File: config.mk
export PLATFORM = sky130hd
export DESIGN_NAME = uart_tx_framer
export DESIGN_NICKNAME = d
export VERILOG_FILES = /design/src/rtl/uart_tx_framer.sv
export SDC_FILE = /design/constraint.sdc
export NUM_CORES = 1
export LEC_CHECK = 0
export CORE_MARGIN = 2
export CORE_UTILIZATION = 45
export DETAILED_ROUTE_END_ITERATION = 8
export GPL_TIMING_DRIVEN = 0
export PLACE_DENSITY_LB_ADDON = 0.2
export SYNTH_ARGS = -nofsm -noshare
export SYNTH_HDL_FRONTEND = slang
export SYNTH_SLANG_ARGS = --single-unit
File: constraint.sdc
create_clock -name clk -period 3.7 [get_ports clk]
set_input_delay 0.555 -clock clk [delete_from_list [all_inputs] [get_ports clk]]
set_output_delay 0.555 -clock clk [all_outputs]
set_load 0.05 [all_outputs]
File: src/rtl/uart_tx_framer.sv
// rtl/uart_tx_framer.sv - UART transmit framer: start, LSB-first data, optional even parity, stop.
// Define UART_TX_PARITY_EN to include the PARITY state and parity bit.
module uart_tx_framer #(
  parameter int INPUT_DATA_WIDTH = 8,
  parameter int CLOCKS_PER_BIT   = 16
) (
  input  logic                        clk,
  input  logic                        reset,
  input  logic [INPUT_DATA_WIDTH-1:0] data_in,
  input  logic                        data_in_valid,
  output logic                        tx_ready,
  output logic                        serial_out,
  output logic                        tx_busy
);

  localparam int BW = $clog2(CLOCKS_PER_BIT);
  localparam int IW = (INPUT_DATA_WIDTH > 1) ? $clog2(INPUT_DATA_WIDTH) : 1;
  localparam logic [BW-1:0] BAUD_LAST = BW'(CLOCKS_PER_BIT - 1);
  localparam logic [IW-1:0] IDX_LAST  = IW'(INPUT_DATA_WIDTH - 1);

  typedef enum logic [2:0] {
    IDLE,
    START,
    DATA,
`ifdef UART_TX_PARITY_EN
    PARITY,
`endif
    STOP
  } state_t;

  state_t                      state_q, state_d;
  logic [BW-1:0]               baud_q, baud_d;
  logic [IW-1:0]               idx_q, idx_d;
  logic [INPUT_DATA_WIDTH-1:0] shift_q, shift_d;
  logic                        serial_q, serial_d;
  logic                        ready_q, ready_d;
  logic                        baud_last;
`ifdef UART_TX_PARITY_EN
  logic                        parity_q, parity_d;
`endif

  assign baud_last = (baud_q == BAUD_LAST);

  always_comb begin
    state_d  = state_q;
    baud_d   = baud_q;
    idx_d    = idx_q;
    shift_d  = shift_q;
    serial_d = serial_q;
    ready_d  = ready_q;
`ifdef UART_TX_PARITY_EN
    parity_d = parity_q;
`endif
    case (state_q)
      IDLE: begin
        if (data_in_valid && ready_q) begin
          state_d  = START;
          shift_d  = data_in;
`ifdef UART_TX_PARITY_EN
          parity_d = ^data_in;
`endif
          serial_d = 1'b0;
          ready_d  = 1'b0;
          baud_d   = '0;
          idx_d    = '0;
        end
      end
      START: begin
        if (baud_last) begin
          state_d  = DATA;
          baud_d   = '0;
          serial_d = shift_q[0];
        end else begin
          baud_d = baud_q + 1'b1;
        end
      end
      DATA: begin
        if (baud_last) begin
          baud_d = '0;
          if (idx_q == IDX_LAST) begin
            idx_d = '0;
`ifdef UART_TX_PARITY_EN
            state_d  = PARITY;
            serial_d = parity_q;
`else
            state_d  = STOP;
            serial_d = 1'b1;
`endif
          end else begin
            // The shift register keeps the next data bit in position 0.
            idx_d    = idx_q + 1'b1;
            shift_d  = shift_q >> 1;
            serial_d = shift_d[0];
          end
        end else begin
          baud_d = baud_q + 1'b1;
        end
      end
`ifdef UART_TX_PARITY_EN
      PARITY: begin
        if (baud_last) begin
          state_d  = STOP;
          baud_d   = '0;
          serial_d = 1'b1;
        end else begin
          baud_d = baud_q + 1'b1;
        end
      end
`endif
      STOP: begin
        if (baud_last) begin
          state_d  = IDLE;
          baud_d   = '0;
          serial_d = 1'b1;
          ready_d  = 1'b1;
        end else begin
          baud_d = baud_q + 1'b1;
        end
      end
      default: begin
        state_d  = IDLE;
        baud_d   = '0;
        idx_d    = '0;
        serial_d = 1'b1;
        ready_d  = 1'b1;
      end
    endcase
  end

  always_ff @(posedge clk or negedge reset) begin
    if (!reset) begin
      state_q  <= IDLE;
      baud_q   <= '0;
      idx_q    <= '0;
      shift_q  <= '0;
      serial_q <= 1'b1;
      ready_q  <= 1'b1;
`ifdef UART_TX_PARITY_EN
      parity_q <= 1'b0;
`endif
    end else begin
      state_q  <= state_d;
      baud_q   <= baud_d;
      idx_q    <= idx_d;
      shift_q  <= shift_d;
      serial_q <= serial_d;
      ready_q  <= ready_d;
`ifdef UART_TX_PARITY_EN
      parity_q <= parity_d;
`endif
    end
  end

  assign serial_out = serial_q;
  assign tx_ready   = ready_q;
  assign tx_busy    = ~ready_q;

endmodule

# After elaboration in Yosys (flattened, before gate mapping)
# Cells that the tools add are included.
# totals
reg_bits	20
# op_classes
n_addsub	2
eq_ne	11
muxes	24
n_bitwise	3
n_reduce_logical	11
# op_table
cell	count
3-bit two-way mux	8
8-bit two-way mux	3
8-bit one-hot mux with 2 select lines	1
2-bit != test, second input constant	6
3-bit one-hot mux with 4 select lines	1
3-bit one-hot mux with 3 select lines	1
4-bit two-way mux	2
4-bit one-hot mux with 2 select lines	1
4-bit AND reduction	2
3-bit by 2-bit equality test with 1-bit output, second input constant	2
3-bit AND reduction	2
1-bit two-way mux	5
5-bit AND reduction	1
4-bit by 1-bit adder with 4-bit output, second input constant	1
4-bit equality test, second input constant	1
1-bit one-hot mux with 4 select lines	1
2-bit OR reduction	2
3-bit by 1-bit adder with 3-bit output, second input constant	1
3-bit by 1-bit equality test with 1-bit output, second input constant	1
3-bit equality test, second input constant	1
3-bit zero test	1
1-bit NOT	3
1-bit one-hot mux with 3 select lines	1
3-bit OR reduction	1
other kinds (2)	2

# Depth between registers and ports, before layout
# Gate-level depths: netlist of run 1.
# depth
ltp_word	4
depth_mapped	7
depth_no_buf	5

# Least setup slack after synthesis of run 1
# Ideal clock, no wire load.
# synth_timing
path_type	flip-flop to flip-flop
from	register ready_q, in the netlist tx_ready
to	register shift_q[0]
t_arrival_ns	1.858
required_time_ns	3.575
setup_slack_ns	1.718
path_stages_with_launch	4
path_buffers	0
synth_period_minus_slack_ns	1.982
path_cell_list	dfstp_2 > a21boi_0 > a2111oi_4 > mux2_2
# synth_via
elab_chain_cells	3
# synth_rtl
item	line_no	rtl
from (decl)	36	logic ready_q, ready_d;
from (signal assigned)	147	ready_q <= ready_d;
1-bit logical AND	56	if (data_in_valid && ready_q) begin
2-bit != test (no source line)	--	
4-bit AND reduction (no source line)	--	
to (signal assigned)	145	shift_q <= shift_d;
to (decl)	34	logic [INPUT_DATA_WIDTH-1:0] shift_q, shift_d;
# No other way between the ends.
# A chain may end at the register's enable or synchronous reset.

# Worst setup path after layout of run 1
# layout_timing
from	register ready_q, in the netlist tx_ready
to	output tx_ready
# layout_lines
item	line_no	rtl
to (decl)	11	output logic tx_ready,
# No word-level cell between the ends.

==> results of run 1 <==
-- registers in the layout, summed over array words and instances, names as in the netlist --
register / cells
tx_ready: 1
baud_q: 4
state_q: 2
idx_q: 3
serial_out: 1
shift_q: 8
-- metrics by stage --
step | instances | hold WS [ns]
floorplan | 104 | 0.259
global placement | 147 | 0.487
detailed placement | 147 | 0.496
CTS | 151 | 0.521
global route | 151 | 0.529
finish | 151 | 0.515
-- layout by cell type, fill, tap and decap left out, types with 3 or more instances in the layout --
| cell type | n |
|---|---|
| nand2b_1 | 6 |
| o21ai_0 | 9 |
| ha_1 | 10 |
| a21oi_1 | 4 |
| clkbuf_4 | 3 |
| inv_1 | 5 |
| o211ai_1 | 4 |
| nand3_1 | 6 |
| mux2_2 | 16 |
| clkdlybuf4s50_1 | 13 |
| dfrtp_1 | 17 |
-- cells in the mapped netlist (all sizes together), types with 2 or more instances --
| master | number | area [sq um] |
|---|---|---|
| clkbuf | 2 | 17.5 |
| dfrtp | 17 | 425 |
| nor4 | 2 | 12.5 |
| dfstp | 2 | 52.6 |
| nand3 | 7 | 47.6 |
| a21o | 2 | 15.0 |
| nand2 | 2 | 7.51 |
| mux2 | 16 | 180 |
| o21ai | 9 | 45.0 |
| o211ai | 4 | 30.0 |
| nor2 | 2 | 7.51 |
| a21oi | 4 | 20.0 |
| nand2b | 6 | 37.5 |
| ha | 10 | 125 |
| inv | 5 | 18.8 |
| a211o | 2 | 18.8 |
-- worst paths after layout --
path	from	to	slack (ns)	cells after the start
max	tx_ready$_DFFE_PN1P_	tx_ready	1.47	1
min	shift_q[6]$_DFFE_PN0P_	shift_q[6]$_DFFE_PN0P_	0.51	1
max reg2reg	state_q[0]$_DFFE_PN0P_	shift_q[4]$_DFFE_PN0P_	1.50	5
min reg2reg	shift_q[6]$_DFFE_PN0P_	shift_q[6]$_DFFE_PN0P_	0.51	1
max in group asynchronous	reset	baud_q[1]$_DFFE_PN0P_	2.46	1
min in group asynchronous	reset	baud_q[3]$_DFFE_PN0P_	0.73	1
-- layer usage --
metal	GRT usage	routed length [microns]	up-vias
met5	0	0	-
met4	0.0732	25	0
met3	0.0242	88	3
met2	0.300	1040	19
met1	0.196	951	402
li1	-	-	413
-- cell type report --
cell class / count / area (sq um)
timing repair buffer: 13 / 130
tap: 30 / 37.5
inverter: 5 / 18.8
clock buffer: 4 / 26.3
fill: 236 / 1110
buffer: 3 / 28.8
multi-input combinational: 77 / 649
sequential: 19 / 478
-- cell families after synthesis --
| kind of cell | count (synthesis) | synth area share |
|---|---|---|
| mux | 16 | 0.153 |
| compound gates | 26 | 0.162 |
| fa+ha+maj | 10 | 0.106 |
| flops | 19 | 0.407 |
| simple gates | 25 | 0.131 |
| buf+inv | 8 | 0.0405 |
-- report_power, final --
| part | internal, mW | switching, mW | leakage [nW] |
|---|---|---|---|
| logic | 0.305 | 0.313 | 0.351 |
| clock network | 0.0420 | 0.0650 | 0.0150 |
| registers | 0.302 | 0.0647 | 0.233 |
| total | 0.650 | 0.442 | 0.599 |
==> impl_metrics.env, run 1 <==
export IMPL_status="complete, no violations"
export IMPL_synth_cells=104
export IMPL_layout_nets=143
export IMPL_cts_path_max_buffers=2
export IMPL_fin_crit_sh=0.603
export IMPL_synth_ff_latch_count=19
export IMPL_gp_congestion=0.792
export IMPL_relSlewSlack=0.438
export IMPL_slew_viol_final=0
export IMPL_wirelength_microns=2100
export IMPL_post_drt_wl_per_cell_microns=13.9
export IMPL_p_per_area_mw_per_mm2=798
export IMPL_ioPinCount=14
export IMPL_antenna_found_initial=0
export IMPL_grt_use_total=0.167
export IMPL_cts_made_buffers=3
export IMPL_insertedDiodeCount=0
export IMPL_design_core_area_sq_mm=0.00248
export IMPL_syn2layout_area_growth_pct=16.5
export IMPL_die_y_microns=55.1
export IMPL_grt_max_degree=20
export IMPL_path_class="reg -> out"
export IMPL_critPathLaunchType="flip-flop"
export IMPL_htree_levels=1
export IMPL_cts_resized_gates=0
export IMPL_ys_seq_area_frac=0.407
export IMPL_synth_net_count=125
export IMPL_rows=18
export IMPL_synth_cell_area_sq_mm=0.00117
export IMPL_drt_initial_drc_count=14
export IMPL_cp_required_ns=3.14
export IMPL_irDropWorstVdd_mv=0.555
export IMPL_drive_gt1_frac=0.256
export IMPL_rsz0062_at_grt="false"
export IMPL_timing_fmax_ghz=0.448
export IMPL_vias=837
export IMPL_totalPowerFinal_mw=1.09
export IMPL_maxCapViolCount=0
export IMPL_synthDistinctLibCells=31
export IMPL_grt_first_pass_wirelength_microns=3590
export IMPL_setup_violations=0
export IMPL_cp_buffers_inverters=1
export IMPL_insertion_delay_ns=0.30
export IMPL_root_buffer="clkbuf_4"
export IMPL_synth_edf_count=0
export IMPL_skew_ns=0.00423
export IMPL_cts_sinks=19
export IMPL_tns_ns=0
export IMPL_drtAntennaViolNets=0
export IMPL_routed_via_density=5.54
export IMPL_tightest_slew_ns=0.840
export IMPL_ys_flop_type="dfrtp_1"
export IMPL_place_area_sq_mm=0.00134
export IMPL_worstPathMaxFanout=4
export IMPL_path_delay_family="buffers and inverters"
export IMPL_fin_crit_ns=2.23
export IMPL_slowest_delay_ns=0.80
export IMPL_critPathCaptureType="primary output"
export IMPL_die_w_microns=55.1
export IMPL_cts_tree="built"
export IMPL_die_area_sq_mm=0.00304
export IMPL_p_leak_nw=0.599
export IMPL_clkTransAtPathRegs_ns=0.11
export IMPL_ys_warn_count=0
export IMPL_route_detailed_drc=0
export IMPL_synth_area_per_cell_sq_um=11.3
export IMPL_cts_setup_buffers=0
export IMPL_utilization=0.553
export IMPL_final_area_sq_mm=0.00137
export IMPL_postCtsHoldBufs=0
export IMPL_synthArstFlopShare=1.00
export IMPL_path_cells="clkdlybuf4s50_1"
export IMPL_hpwlAfterDp_microns=1560
export IMPL_worst_path_max_delay_cell="clkdlybuf4s50_1"
export IMPL_grt_pass1_vias=840
export IMPL_overflow=0
export IMPL_portBuffers=13
export IMPL_dr_pass1_iters=4
export IMPL_hold_viol_final=0
export IMPL_initial_core_util=0.474
export IMPL_cp_arrival_ns=1.68
export IMPL_pre_cts_ws_ns=1.19
export IMPL_hold_path_class="reg -> reg"
export IMPL_setup_ws_ns=1.47
Power figures use the tool's default switching activity.
==> run 2, diff against run 1 <==
==> constraint.sdc (replaced) <==
create_clock -name clk -period 1.8 [get_ports clk]
set_input_delay 0.27 -clock clk [delete_from_list [all_inputs] [get_ports clk]]
set_output_delay 0.27 -clock clk [all_outputs]
set_load 0.05 [all_outputs]
==> impl_metrics.env, run 2 (synthesis results as in run 1) <==
export IMPL_comb_power_share=0.640
export IMPL_root_buffer="clkbuf_4"
export IMPL_path_cells="inv_4 -> ha_4 -> a21boi_4 -> a2111oi_4 -> buf_12 -> mux2_4"
export IMPL_regArea_sq_um=479
export IMPL_drtAntennaViolNets=0
export IMPL_die_area_sq_mm=0.00304
export IMPL_p_clk_frac=0.079
export IMPL_rows=18
export IMPL_utilization=0.638
export IMPL_cts_sinks=19
export IMPL_multi_input_area_sq_um=763
export IMPL_tightest_slew_ns=0.851
export IMPL_antenna_found_initial=0
export IMPL_hold_viol_final=0
export IMPL_largestRegisters="shift_q: 8 flops, baud_q: 4 flops, idx_q: 3 flops"
export IMPL_setup_ws_ns=-0.0377
export IMPL_p_int_mw=1.67
export IMPL_path_depth=6
export IMPL_insertion_delay_ns=0.30
export IMPL_maxCapViolCount=0
export IMPL_drt_initial_drc_count=5
export IMPL_worstPathMaxFanout=8
export IMPL_worst_path_max_delay_cell="dfrtp_2"
export IMPL_grt_first_pass_wirelength_microns=3880
export IMPL_slew_viol_final=0
export IMPL_htree_levels=1
export IMPL_cp_arrival_ns=2.02
export IMPL_slowest_delay_ns=0.45
export IMPL_dr_pass1_iters=4
export IMPL_setup_violations=7
export IMPL_cp_startpoint="state_q[1]$_DFFE_PN0P_"
export IMPL_initial_core_util=0.474
export IMPL_grt_max_degree=20
export IMPL_portBuffers=13
export IMPL_largest_register="shift_q"
export IMPL_wirelength_microns=2500
export IMPL_layout_commonest_cell="dfrtp_1"
export IMPL_r2r_slack_ns=-0.04
export IMPL_die_y_microns=55.1
export IMPL_swShare=0.397
export IMPL_timing_fmax_ghz=0.544
export IMPL_r2r_start="state_q[1]$_DFFE_PN0P_"
export IMPL_route_detailed_drc=0
export IMPL_hold_path_class="in -> async"
export IMPL_r2r_cells=6
export IMPL_gp_congestion=0.812
export IMPL_irDropWorstVdd_mv=1.25
export IMPL_tns_ns=-0.220
export IMPL_overflow=0
export IMPL_p_per_area_mw_per_mm2=1750
export IMPL_cts_path_max_buffers=2
export IMPL_dp_cells=147
export IMPL_critPathCaptureType="flip-flop"
export IMPL_cp_buffers_inverters=2
export IMPL_clkTransAtPathRegs_ns=0.11
export IMPL_fin_crit_ns=1.84
export IMPL_cp_endpoint="shift_q[5]$_DFFE_PN0P_"
export IMPL_layout_nets=155
export IMPL_routed_via_density=5.48
export IMPL_fin_crit_sh=1.02
export IMPL_path_delay_family="compound AO/OA/AOI/OAI gates"
export IMPL_pwr_share_seq=0.281
export IMPL_grt_use_total=0.189
export IMPL_cp_required_ns=1.98
export IMPL_skew_ns=0.0131
export IMPL_syn2layout_area_growth_pct=34.6
export IMPL_critPathLaunchType="flip-flop"
export IMPL_layout_common_cells="16 x dfrtp_1, 12 x buf_4, 10 x clkdlybuf4s50_1"
export IMPL_grt_pass1_vias=792
export IMPL_cts_made_buffers=3
export IMPL_status="complete, but fails checks"
export IMPL_hpwlAfterDp_microns=1650
export IMPL_design_core_area_sq_mm=0.00248
export IMPL_rsz0062_at_grt="true"
export IMPL_relSlewSlack=0.431
export IMPL_vias=894
export IMPL_p_switching_mw=1.10
export IMPL_p_leak_nw=0.695
export IMPL_failed_checks="setup timing"
export IMPL_ioPinCount=14
export IMPL_cts_tree="built"
export IMPL_die_w_microns=55.1
export IMPL_largest_reg_flops=8
export IMPL_timing_rr_end="shift_q[5]$_DFFE_PN0P_"
export IMPL_fill_cells=197
export IMPL_final_cells=163
export IMPL_drive_gt1_frac=0.414
export IMPL_insertedDiodeCount=0
export IMPL_post_drt_wl_per_cell_microns=15.4
export IMPL_path_class="reg -> reg"
## run 2: metal layers
layer,global-route usage,part of all wire,wire (microns),up-vias
met5,0,0,0,-
met4,0.0935,0.014,36,0
met3,0.0430,0.022,54,4
met2,0.284,0.49,1220,8
met1,0.255,0.48,1190,438
li1,-,-,-,444
## run 2: timing repair
item / CTS / global route
hold buffers: 0 / 0
endpoints found under the setup margin: 18 / 10
pin swaps: 1 / 3
buffers inserted: 6 / 7
gates resized for setup: 12 / 5
## run 2: worst min-delay path by stage
| stage | from | to | slack [ns] | cells past startpoint |
|---|---|---|---|---|
| floorplan | reset | baud_q[0]$_DFFE_PN0P_ | -0.03 | 0 |
| global placement | shift_q[2]$_DFFE_PN0P_ | shift_q[2]$_DFFE_PN0P_ | 0.49 | 1 |
| detailed placement | shift_q[3]$_DFFE_PN0P_ | shift_q[3]$_DFFE_PN0P_ | 0.49 | 1 |
| CTS | reset | baud_q[0]$_DFFE_PN0P_ | 0.48 | 1 |
| global route | reset | baud_q[0]$_DFFE_PN0P_ | 0.52 | 1 |
| finish | reset | baud_q[0]$_DFFE_PN0P_ | 0.44 | 1 |
## run 2: worst register-to-register path, cell delays in order (launching register included)
cell and delay, ns:
dfrtp_2 0.45, inv_4 0.06, ha_4 0.18, a21boi_4 0.16, a2111oi_4 0.38, buf_12 0.18, mux2_4 0.30
## run 2: metrics by stage
step / total power [mW] / hold WS, ns / instance area (sq um) / setup slack (ns)
5_1_grt: 2.94 / 0.515 / 1580 / -0.0848
3_5_place_dp: 2.20 / 0.488 / 1410 / -0.460
3_3_place_gp: 2.14 / 0.485 / 1410 / -0.423
4_1_cts: 2.60 / 0.476 / 1520 / -0.0411
2_1_floorplan: 1.88 / -0.0256 / 1240 / -0.180
6_report: 2.77 / 0.439 / 1580 / -0.0377
## run 2: power groups by stage
stage	clock network [mW]	registers, mW	logic [mW]
3_3_place_gp	0	0.759	1.38
4_1_cts	0.223	0.770	1.61
3_5_place_dp	0	0.781	1.42
5_1_grt	0.248	0.800	1.89
6_report	0.218	0.778	1.77
2_1_floorplan	0	0.817	1.06
## run 2: final cells by class
| cell class | instances | share of cell area |
|---|---|---|
| Tap cell | 30 | 0.0237 |
| Sequential cell | 19 | 0.303 |
| Inverter | 5 | 0.0134 |
| Multi-Input combinational cell | 77 | 0.483 |
| Clock buffer | 4 | 0.0166 |
| Buffer | 2 | 0.0111 |
| Timing Repair Buffer | 26 | 0.150 |
==> run 3, diff against run 2 <==
--- a/config.mk
+++ b/config.mk
@@ -9,7 +9,7 @@
 export CORE_UTILIZATION = 45
 export DETAILED_ROUTE_END_ITERATION = 8
 export GPL_TIMING_DRIVEN = 0
-export PLACE_DENSITY_LB_ADDON = 0.2
+export PLACE_DENSITY = 0.69
 export SYNTH_ARGS = -nofsm -noshare
 export SYNTH_HDL_FRONTEND = slang
 export SYNTH_SLANG_ARGS = --single-unit
==> impl_metrics.env, run 3 (synthesis results as in run 1) <==
export IMPL_timing_rr_end="shift_q[2]$_DFFE_PN0P_"
export IMPL_layout_nets=152
export IMPL_place_area_sq_mm=0.00141
export IMPL_die_y_microns=55.1
export IMPL_path_cells="inv_4 -> ha_4 -> a21boi_4 -> a2111oi_4 -> buf_4 -> mux2_4"
export IMPL_hold_path_class="in -> async"
export IMPL_grt_max_degree=20
export IMPL_drtAntennaViolNets=0
export IMPL_p_leak_nw=0.676
export IMPL_final_area_sq_mm=0.00154
export IMPL_wirelength_microns=2560
export IMPL_root_buffer="clkbuf_4"
export IMPL_worstPathMaxFanout=5
export IMPL_hpwlAfterDp_microns=1770
export IMPL_htree_levels=1
export IMPL_r2r_slack_ns=-0.07
export IMPL_dr_pass1_iters=6
export IMPL_postCtsHoldBufs=0
export IMPL_cp_startpoint="state_q[1]$_DFFE_PN0P_"
export IMPL_layout_commonest_cell="dfrtp_1"
export IMPL_r2r_cells=6
export IMPL_maxCapViolCount=0
export IMPL_grt_use_total=0.191
export IMPL_cts_sinks=19
export IMPL_setup_ws_ns=-0.0680
export IMPL_status="complete, but fails checks"
export IMPL_cts_path_max_buffers=2
export IMPL_vias=904
export IMPL_hold_viol_final=0
export IMPL_syn2layout_area_growth_pct=30.7
export IMPL_r2r_start="state_q[1]$_DFFE_PN0P_"
export IMPL_slowest_delay_ns=0.45
export IMPL_drt_initial_drc_count=14
export IMPL_initial_core_util=0.474
export IMPL_route_detailed_drc=0
export IMPL_fin_crit_ns=1.87
export IMPL_routed_via_density=5.65
export IMPL_skew_ns=0.00699
export IMPL_die_w_microns=55.1
export IMPL_antenna_found_initial=0
export IMPL_critPathCaptureType="flip-flop"
export IMPL_failed_checks="setup timing"
export IMPL_design_core_area_sq_mm=0.00248
export IMPL_overflow=0
export IMPL_cts_made_buffers=3
export IMPL_grt_first_pass_wirelength_microns=4110
export IMPL_post_drt_wl_per_cell_microns=16.0
export IMPL_p_per_area_mw_per_mm2=1720
export IMPL_critPathLaunchType="flip-flop"
export IMPL_cp_arrival_ns=2.07
export IMPL_cp_required_ns=2.00
export IMPL_drive_gt1_frac=0.392
export IMPL_pre_cts_ws_ns=-0.470
export IMPL_rsz0062_at_grt="true"
export IMPL_largest_register="shift_q"
export IMPL_relSlewSlack=0.418
export IMPL_die_area_sq_mm=0.00304
export IMPL_setup_violations=7
export IMPL_gp_congestion=0.745
export IMPL_fin_crit_sh=1.04
export IMPL_irDropWorstVdd_mv=1.07
export IMPL_worst_path_max_delay_cell="dfrtp_2"
export IMPL_cts_tree="built"
export IMPL_wl_met1_microns=1170
export IMPL_wl_met3_microns=75
export IMPL_clkTransAtPathRegs_ns=0.11
export IMPL_portBuffers=13
export IMPL_wl_met2_microns=1300
export IMPL_path_class="reg -> reg"
export IMPL_timing_fmax_ghz=0.535
export IMPL_rows=18
export IMPL_tightest_slew_ns=0.870
export IMPL_insertion_delay_ns=0.30
export IMPL_insertedDiodeCount=0
export IMPL_largestRegisters="shift_q: 8 flops, baud_q: 4 flops, idx_q: 3 flops"
export IMPL_layout_common_cells="16 x dfrtp_1, 11 x buf_4, 10 x clkdlybuf4s50_1"
export IMPL_largest_reg_flops=8
export IMPL_grt_pass1_vias=900
export IMPL_slew_viol_final=0
export IMPL_highest_layer="met4"
export IMPL_ioPinCount=14
run 3: how the worst max path moves through the flow:
stage,endpoint,slack (ns),cells past startpoint
global placement,shift_q[5]$_DFFE_PN0P_,-0.42,5
detailed placement,shift_q[2]$_DFFE_PN0P_,-0.47,5
finish,shift_q[2]$_DFFE_PN0P_,-0.07,6
floorplan,shift_q[0]$_DFFE_PN0P_,-0.18,5
global route,shift_q[2]$_DFFE_PN0P_,-0.12,6
CTS,shift_q[2]$_DFFE_PN0P_,-0.003,5
run 3: where the power goes:
| group | leakage, nW | total [mW] | switching, mW | internal, mW |
|---|---|---|---|---|
| Clock | 0.0150 | 0.221 | 0.135 | 0.0864 |
| Sequential | 0.232 | 0.773 | 0.149 | 0.624 |
| Combinational | 0.430 | 1.65 | 0.777 | 0.873 |
run 3: stage by stage:
step	hold slack (ns)	utilization	setup TNS [ns]	power (mW)	cells
after floorplan	-0.0256	-	-1.35	1.88	104
after detailed placement	0.499	0.567	-6.24	2.19	147
after global placement	0.486	0.567	-5.59	2.14	147
after CTS	0.488	0.608	-0.00340	2.57	157
final	0.452	0.620	-0.376	2.64	160
after global routing	0.537	0.620	-0.739	2.83	160
run 3: area by class of cell:
class                      instances  area [sq um]
inverter                           5          21.3
sequential                        19           479
tap                               30          37.5
buffer                             1          13.8
timing repair buffer              24           209
clock buffer                       4          26.3
fill                             216           942
multi-input combinational         77           748
run 3: what timing repair did:
action / in CTS / in global routing
endpoints found under the setup margin: 18 / 8
setup buffers: 7 / 4
pin swaps: 1 / 1
gates resized for setup: 12 / 1
cloned: 0 / 0
run 3: worst max-delay path, delay by kind of cell (launching register included):
family | cells | cell delay [ns]
compound gates | 2 | 0.55
flops | 1 | 0.45
buf+inv | 2 | 0.28
mux | 1 | 0.30
fa+ha+maj | 1 | 0.18
run 3: routing by layer:
| metal | GRT usage | up-vias |
|---|---|---|
| met5 | 0 | - |
| met4 | 0.0488 | 0 |
| met3 | 0.0323 | 2 |
| met2 | 0.323 | 16 |
| met1 | 0.251 | 452 |
| li1 | - | 434 |
